===== src/rtl/serial_nibble_receiver_if.sv =====
// Serial nibble receiver port bundle: serial line in, held word and status out.
interface serial_nibble_receiver_if;
  logic       rx;
  logic       ready;
  logic [3:0] data_out;
  logic       valid;
  logic       par_err;
  logic       frm_err;
  logic       overrun;
  logic       busy;

  modport master (
    input  rx,
    input  ready,
    output data_out,
    output valid,
    output par_err,
    output frm_err,
    output overrun,
    output busy
  );

  modport slave (
    output rx,
    output ready,
    input  data_out,
    input  valid,
    input  par_err,
    input  frm_err,
    input  overrun,
    input  busy
  );
endinterface


===== src/rtl/serial_nibble_receiver.sv =====
// Framed serial nibble receiver: mid-bit sampling, parity/stop checking and a
// one-entry valid/ready output register feeding the 4-bit datapath.
module serial_nibble_receiver #(
  parameter int unsigned CLKS_PER_BIT = 4,
  parameter bit          ODD_PARITY   = 1'b0
) (
  input logic                      clk,
  input logic                      rst_n,
  serial_nibble_receiver_if.master bus
);

  localparam int unsigned CNT_W = (CLKS_PER_BIT > 2) ? $clog2(CLKS_PER_BIT) : 1;
  localparam int unsigned HALF  = CLKS_PER_BIT / 2;

  localparam logic [CNT_W-1:0] CNT_HALF = CNT_W'(HALF - 1);
  localparam logic [CNT_W-1:0] CNT_FULL = CNT_W'(CLKS_PER_BIT - 1);

  localparam logic [2:0] S_WAIT_HIGH = 3'd0;
  localparam logic [2:0] S_IDLE      = 3'd1;
  localparam logic [2:0] S_START     = 3'd2;
  localparam logic [2:0] S_DATA      = 3'd3;
  localparam logic [2:0] S_PARITY    = 3'd4;
  localparam logic [2:0] S_STOP      = 3'd5;

  logic [2:0]       state_q,   state_d;
  logic [CNT_W-1:0] cnt_q,     cnt_d;
  logic [1:0]       bit_q,     bit_d;
  logic [3:0]       shift_q,   shift_d;
  logic             par_q,     par_d;
  logic [3:0]       data_q,    data_d;
  logic             valid_q,   valid_d;
  logic             perr_q,    perr_d;
  logic             ferr_q,    ferr_d;
  logic             overrun_q, overrun_d;
  logic             busy_q,    busy_d;

  // State and output registers
  always_ff @(posedge clk) begin
    if (!rst_n) begin
      state_q   <= S_WAIT_HIGH;
      cnt_q     <= '0;
      bit_q     <= '0;
      shift_q   <= '0;
      par_q     <= 1'b0;
      data_q    <= '0;
      valid_q   <= 1'b0;
      perr_q    <= 1'b0;
      ferr_q    <= 1'b0;
      overrun_q <= 1'b0;
      busy_q    <= 1'b0;
    end else begin
      state_q   <= state_d;
      cnt_q     <= cnt_d;
      bit_q     <= bit_d;
      shift_q   <= shift_d;
      par_q     <= par_d;
      data_q    <= data_d;
      valid_q   <= valid_d;
      perr_q    <= perr_d;
      ferr_q    <= ferr_d;
      overrun_q <= overrun_d;
      busy_q    <= busy_d;
    end
  end

  // Next-state, bit sampling and delivery
  always_comb begin
    state_d   = state_q;
    cnt_d     = cnt_q;
    bit_d     = bit_q;
    shift_d   = shift_q;
    par_d     = par_q;
    data_d    = data_q;
    valid_d   = valid_q;
    perr_d    = perr_q;
    ferr_d    = ferr_q;
    overrun_d = 1'b0;

    if (valid_q && bus.ready) begin
      valid_d = 1'b0;
    end

    case (state_q)
      S_WAIT_HIGH: begin
        if (bus.rx) state_d = S_IDLE;
      end
      S_IDLE: begin
        if (!bus.rx) begin
          state_d = S_START;
          cnt_d   = '0;
        end
      end
      S_START: begin
        if (cnt_q == CNT_HALF) begin
          cnt_d   = '0;
          bit_d   = '0;
          state_d = bus.rx ? S_IDLE : S_DATA;
        end else begin
          cnt_d = cnt_q + CNT_W'(1);
        end
      end
      S_DATA: begin
        if (cnt_q == CNT_FULL) begin
          cnt_d   = '0;
          // LSB arrives first, so shifting in from the top leaves d0 at bit 0
          shift_d = {bus.rx, shift_q[3:1]};
          if (bit_q == 2'd3) state_d = S_PARITY;
          else               bit_d   = bit_q + 2'd1;
        end else begin
          cnt_d = cnt_q + CNT_W'(1);
        end
      end
      S_PARITY: begin
        if (cnt_q == CNT_FULL) begin
          cnt_d   = '0;
          par_d   = bus.rx;
          state_d = S_STOP;
        end else begin
          cnt_d = cnt_q + CNT_W'(1);
        end
      end
      S_STOP: begin
        if (cnt_q == CNT_FULL) begin
          cnt_d = '0;
          // A word drained on this same edge frees the register for the new one
          if (!valid_q || bus.ready) begin
            data_d  = shift_q;
            perr_d  = ((^shift_q) ^ par_q) != ODD_PARITY;
            ferr_d  = !bus.rx;
            valid_d = 1'b1;
          end else begin
            overrun_d = 1'b1;
          end
          state_d = bus.rx ? S_IDLE : S_WAIT_HIGH;
        end else begin
          cnt_d = cnt_q + CNT_W'(1);
        end
      end
      default: state_d = S_WAIT_HIGH;
    endcase

    busy_d = (state_d == S_START) || (state_d == S_DATA) ||
             (state_d == S_PARITY) || (state_d == S_STOP);
  end

  assign bus.data_out = data_q;
  assign bus.valid    = valid_q;
  assign bus.par_err  = perr_q;
  assign bus.frm_err  = ferr_q;
  assign bus.overrun  = overrun_q;
  assign bus.busy     = busy_q;

endmodule


===== src/flat_wrapper.sv =====
// flat-port wrapper written by rule: the top's interface ports become plain ports
module serial_nibble_receiver_flat 
#(
  parameter int unsigned CLKS_PER_BIT = 4,
  parameter bit          ODD_PARITY   = 1'b0
)
  (clk, rst_n, bus_rx, bus_ready, bus_data_out, bus_valid, bus_par_err, bus_frm_err, bus_overrun, bus_busy);
  serial_nibble_receiver_if bus_i ();
  input logic clk;
  input logic rst_n;
  input wire logic [$bits(bus_i.rx)-1:0] bus_rx;
  input wire logic [$bits(bus_i.ready)-1:0] bus_ready;
  output wire logic [$bits(bus_i.data_out)-1:0] bus_data_out;
  output wire logic [$bits(bus_i.valid)-1:0] bus_valid;
  output wire logic [$bits(bus_i.par_err)-1:0] bus_par_err;
  output wire logic [$bits(bus_i.frm_err)-1:0] bus_frm_err;
  output wire logic [$bits(bus_i.overrun)-1:0] bus_overrun;
  output wire logic [$bits(bus_i.busy)-1:0] bus_busy;
  assign bus_i.rx = bus_rx;
  assign bus_i.ready = bus_ready;
  assign bus_data_out = bus_i.data_out;
  assign bus_valid = bus_i.valid;
  assign bus_par_err = bus_i.par_err;
  assign bus_frm_err = bus_i.frm_err;
  assign bus_overrun = bus_i.overrun;
  assign bus_busy = bus_i.busy;
  serial_nibble_receiver #(.CLKS_PER_BIT(CLKS_PER_BIT), .ODD_PARITY(ODD_PARITY)) u_core (.clk(clk), .rst_n(rst_n), .bus(bus_i));
endmodule

===== config.mk =====
export PLATFORM = sky130hd
export DESIGN_NAME = serial_nibble_receiver_flat
export DESIGN_NICKNAME = d
export VERILOG_FILES = /design/src/rtl/serial_nibble_receiver_if.sv /design/src/rtl/serial_nibble_receiver.sv /design/src/flat_wrapper.sv
export SDC_FILE = /design/constraint.sdc
export NUM_CORES = 1
export LEC_CHECK = 0
export ABC_CLOCK_PERIOD_IN_PS = 1500
export BUFFER_PORTS_ARGS = -buffer_cell sky130_fd_sc_hd__buf_2
export CAP_MARGIN = 5
export CELL_PAD_IN_SITES_DETAIL_PLACEMENT = 1
export CELL_PAD_IN_SITES_GLOBAL_PLACEMENT = 2
export CORE_MARGIN = 8
export CORE_UTILIZATION = 31
export CTS_CLUSTER_DIAMETER = 30
export CTS_CLUSTER_SIZE = 20
export DETAILED_ROUTE_END_ITERATION = 10
export HOLD_SLACK_MARGIN = 0.15
export PLACE_DENSITY = 0.77
export SYNTH_ARGS = -nofsm -noshare
export SYNTH_HDL_FRONTEND = slang
export SYNTH_SLANG_ARGS = --single-unit

===== constraint.sdc =====
create_clock -name clk -period 1.5 [get_ports clk]
set_input_delay 0.3 -clock clk [delete_from_list [all_inputs] [get_ports clk]]
set_output_delay 0.3 -clock clk [all_outputs]
set_load 0.02 [all_outputs]

==> impl_metrics.json <==
{
  "status": "finished, final reports clean",
  "via_per_inst": 4.88,
  "clock-sinks": 21,
  "min_period_over_period_pct": 94.9,
  "layout_common_cells": "dfxtp_1 (19), nand2_1 (12), buf_2 (12)",
  "die_area_sq_mm": 0.00574,
  "rsz0062_at_grt": "no",
  "grt_usage_pct": 9.68,
  "tightestPinTransition_ps": 348,
  "synth_compound_area_share_pct": 14.5,
  "path_class": "flip-flop to flip-flop",
  "antenna_found_initial": 0,
  "critPathRequiredTime_ps": 1720,
  "hold_viol": 0,
  "max_freq_mhz": 702,
  "maxCapViolations": 0,
  "antenna_cells": 0,
  "cts_tree": "done",
  "cts.path.max_buffers": 2,
  "rows": 21,
  "netlist_instances": 121,
  "core-area_sq_mm": 0.00339,
  "p_leak_nw": 0.504,
  "gr-total-overflow": 0,
  "route.antenna.remaining_nets": 0,
  "drt-wirelength-per-cell_um": 14.0,
  "skew_ps": 3.76,
  "worstPathArrival_ps": 1640,
  "grt_start_max_net_pins": 19,
  "r2r-end": "u_core.bus.data_out[0]$_SDFFE_PN0P_",
  "pre_cts_slack_ps": -56.3,
  "ir_drop_mv": 0.336,
  "layout.nets": 146,
  "worst_slack_ps": 75.9,
  "die_w_um": 75.7,
  "syn_to_final_growth_pct": 15.3,
  "die_y_um": 75.7,
  "setup_viol": 0,
  "synthDistinctLibCells": 39,
  "endpoint_kind": "flip-flop",
  "multi_input_comb_area_sq_um": 624,
  "grt_pass1_wl_um": 4280,
  "ys_ff_latch": 21,
  "timing.reg2reg.setup_slack_ps": 80,
  "dp_hpwl_um": 1960,
  "synth-edff-count": 0,
  "grt_pass1_vias": 923,
  "fillCellCount": 423,
  "avgSynthCellArea_sq_um": 9.14,
  "layout_commonest_cell": "dfxtp_1",
  "first_iter_violations": 35,
  "ios": 13,
  "dr.pass1.iters": 4,
  "numCtsBuffers": 3,
  "io_buffers": 12,
  "async_flop_share_pct": 0,
  "p_per_area_mw_per_mm2": 749,
  "num_vias": 888,
  "holdPathEnd": "u_core.bus.overrun$_SDFF_PN0_",
  "synthFlopType": "dfxtp_1",
  "syn_nets": 130,
  "layout_min_cycle_time_ps": 1420,
  "ys_warn_count": 0,
  "register_area_sq_um": 425,
  "floorplan.initialDensity_pct": 32.6,
  "hp-class": "primary input to flip-flop",
  "clk_pin_slew_ps": 130,
  "clock_latency_ps": 310,
  "synth_area_sq_mm": 0.00111,
  "drc_errors": 0,
  "root_buffer": "clkbuf_4",
  "worstHoldStart": "bus_ready",
  "cp-start-kind": "flip-flop",
  "wl_um": 2560,
  "drive_above_1_share_pct": 22.8,
  "r2r_cells": 6,
  "fin_cells": 182,
  "hold_buffers": 0,
  "cts_htree_levels": 1,
  "yosys.area_share.simple_pct": 25.5,
  "maxSlewHeadroom_pct": 76.8,
  "synth_xor_area_share_pct": 3.62,
  "drv_slew": 0,
  "holdPathStages": 4,
  "path_max_fanout": 7,
  "synth_seq_area_share_pct": 38.0,
  "synth_mux_area_share_pct": 7.24,
  "worstReg2RegStart": "u_core.cnt_q[1]$_SDFFE_PN0P_",
  "yosys.area_share.adder_pct": 5.66,
  "synth_top_family_by_area": "simple AND/OR/NAND/NOR gates",
  "placed_cells": 177,
  "place_congestion": 0.749
}
[flip-flops by register name, summed over array words and instances, names as in the netlist]
signal               cells
u_core.cnt_q             2
u_core.shift_q           4
u_core.bus.valid         1
u_core.bus.par_err       1
u_core.bus.overrun       1
u_core.bus.busy          1
u_core.bus.data_out      4
u_core.bit_q             2
u_core.par_q             1
u_core.state_q           3
u_core.bus.frm_err       1
[area by class of cell]
type                    instances  share of cell area, %
clock inverters                 1                  0.393
flip-flops and latches         21                   33.4
multi-input cells              87                   49.0
well taps                      46                   4.51
inverters                       6                   1.77
clock buffers                   3                   1.77
repair buffers                 18                   9.22
[cell families (layout without fill, tap and decap cells)]
| kind of cell | count (synthesis) | after routing |
|---|---|---|
| muxes | 8 | 8 |
| DFF | 21 | 21 |
| adders and majority gates | 5 | 5 |
| buffers and inverters | 13 | 28 |
| xor gates and xnor gates | 3 | 3 |
| and+or+nand+nor | 48 | 48 |
| AOI/OAI and AO/OA | 23 | 23 |
[cells in the mapped netlist, drive strengths merged, types with 5 or more instances]
| library cell | count | area (sq um) |
|---|---|---|
| a21oi | 7 | 38.8 |
| buf | 6 | 35.0 |
| dfxtp | 21 | 420 |
| ha | 5 | 62.6 |
| inv | 6 | 22.5 |
| mux2i | 8 | 80.1 |
| nand2 | 13 | 51.3 |
| nand2b | 5 | 46.3 |
| nand3 | 5 | 25.0 |
| nor2 | 6 | 22.5 |
| nor2b | 9 | 56.3 |
[per-stage QoR]
| step | hold slack (ps) | TNS (ps) | area, sq um | util, % | total power [mW] |
|---|---|---|---|---|---|
| floorplan | 428 | 0 | 1110 | - | 0.653 |
| global placement | 481 | 0 | 1220 | 36.1 | 0.678 |
| detailed placement | 486 | -81.9 | 1220 | 36.1 | 0.682 |
| CTS | 278 | 0 | 1270 | 37.5 | 0.970 |
| global route | 290 | 0 | 1270 | 37.6 | 1.00 |
| finish | 285 | 0 | 1270 | 37.6 | 0.954 |
[worst max-delay path by stage]
stage / from / slack (ps) / to / cells after the start
after global placement: u_core.cnt_q[0]$_SDFFE_PN0P_ / 70 / u_core.bus.par_err$_SDFFE_PN0P_ / 5
after floorplan: u_core.cnt_q[0]$_SDFFE_PN0P_ / 50 / u_core.bus.data_out[0]$_SDFFE_PN0P_ / 6
after detailed placement: u_core.cnt_q[0]$_SDFFE_PN0P_ / -60 / u_core.bus.data_out[0]$_SDFFE_PN0P_ / 5
after CTS: u_core.cnt_q[1]$_SDFFE_PN0P_ / 10 / u_core.bus.data_out[0]$_SDFFE_PN0P_ / 6
after global routing: u_core.cnt_q[1]$_SDFFE_PN0P_ / 2 / u_core.bus.data_out[0]$_SDFFE_PN0P_ / 6
final: u_core.cnt_q[1]$_SDFFE_PN0P_ / 80 / u_core.bus.data_out[0]$_SDFFE_PN0P_ / 6
[metal layers]
layer / wire [um] / track usage, %
met1: 1230 / 11.9
met4: 38 / 3.84
met2: 1180 / 16.3
met5: 0 / 0
met3: 107 / 1.58
[worst max-delay path, cell delays in order, from the launching register on]
cell,delay [ps]
dfxtp_2,390
ha_1,190
nand2_2,90
nor3_4,230
buf_12,150
mux2i_1,200
nor2b_1,70
[what timing repair did]
item,CTS,global route
gates cloned,0,0
buffers inserted,1,0
endpoints found under the setup margin,5,5
pin swaps,1,0
gates resized for setup,1,2
[where the power goes]
| part | switching [mW] | total (mW) | internal [mW] |
|---|---|---|---|
| Sequential | 0.0135 | 0.580 | 0.567 |
| Combinational | 0.0472 | 0.0871 | 0.0399 |
| Clock | 0.187 | 0.287 | 0.0997 |
(Power assumes the default switching activity.)
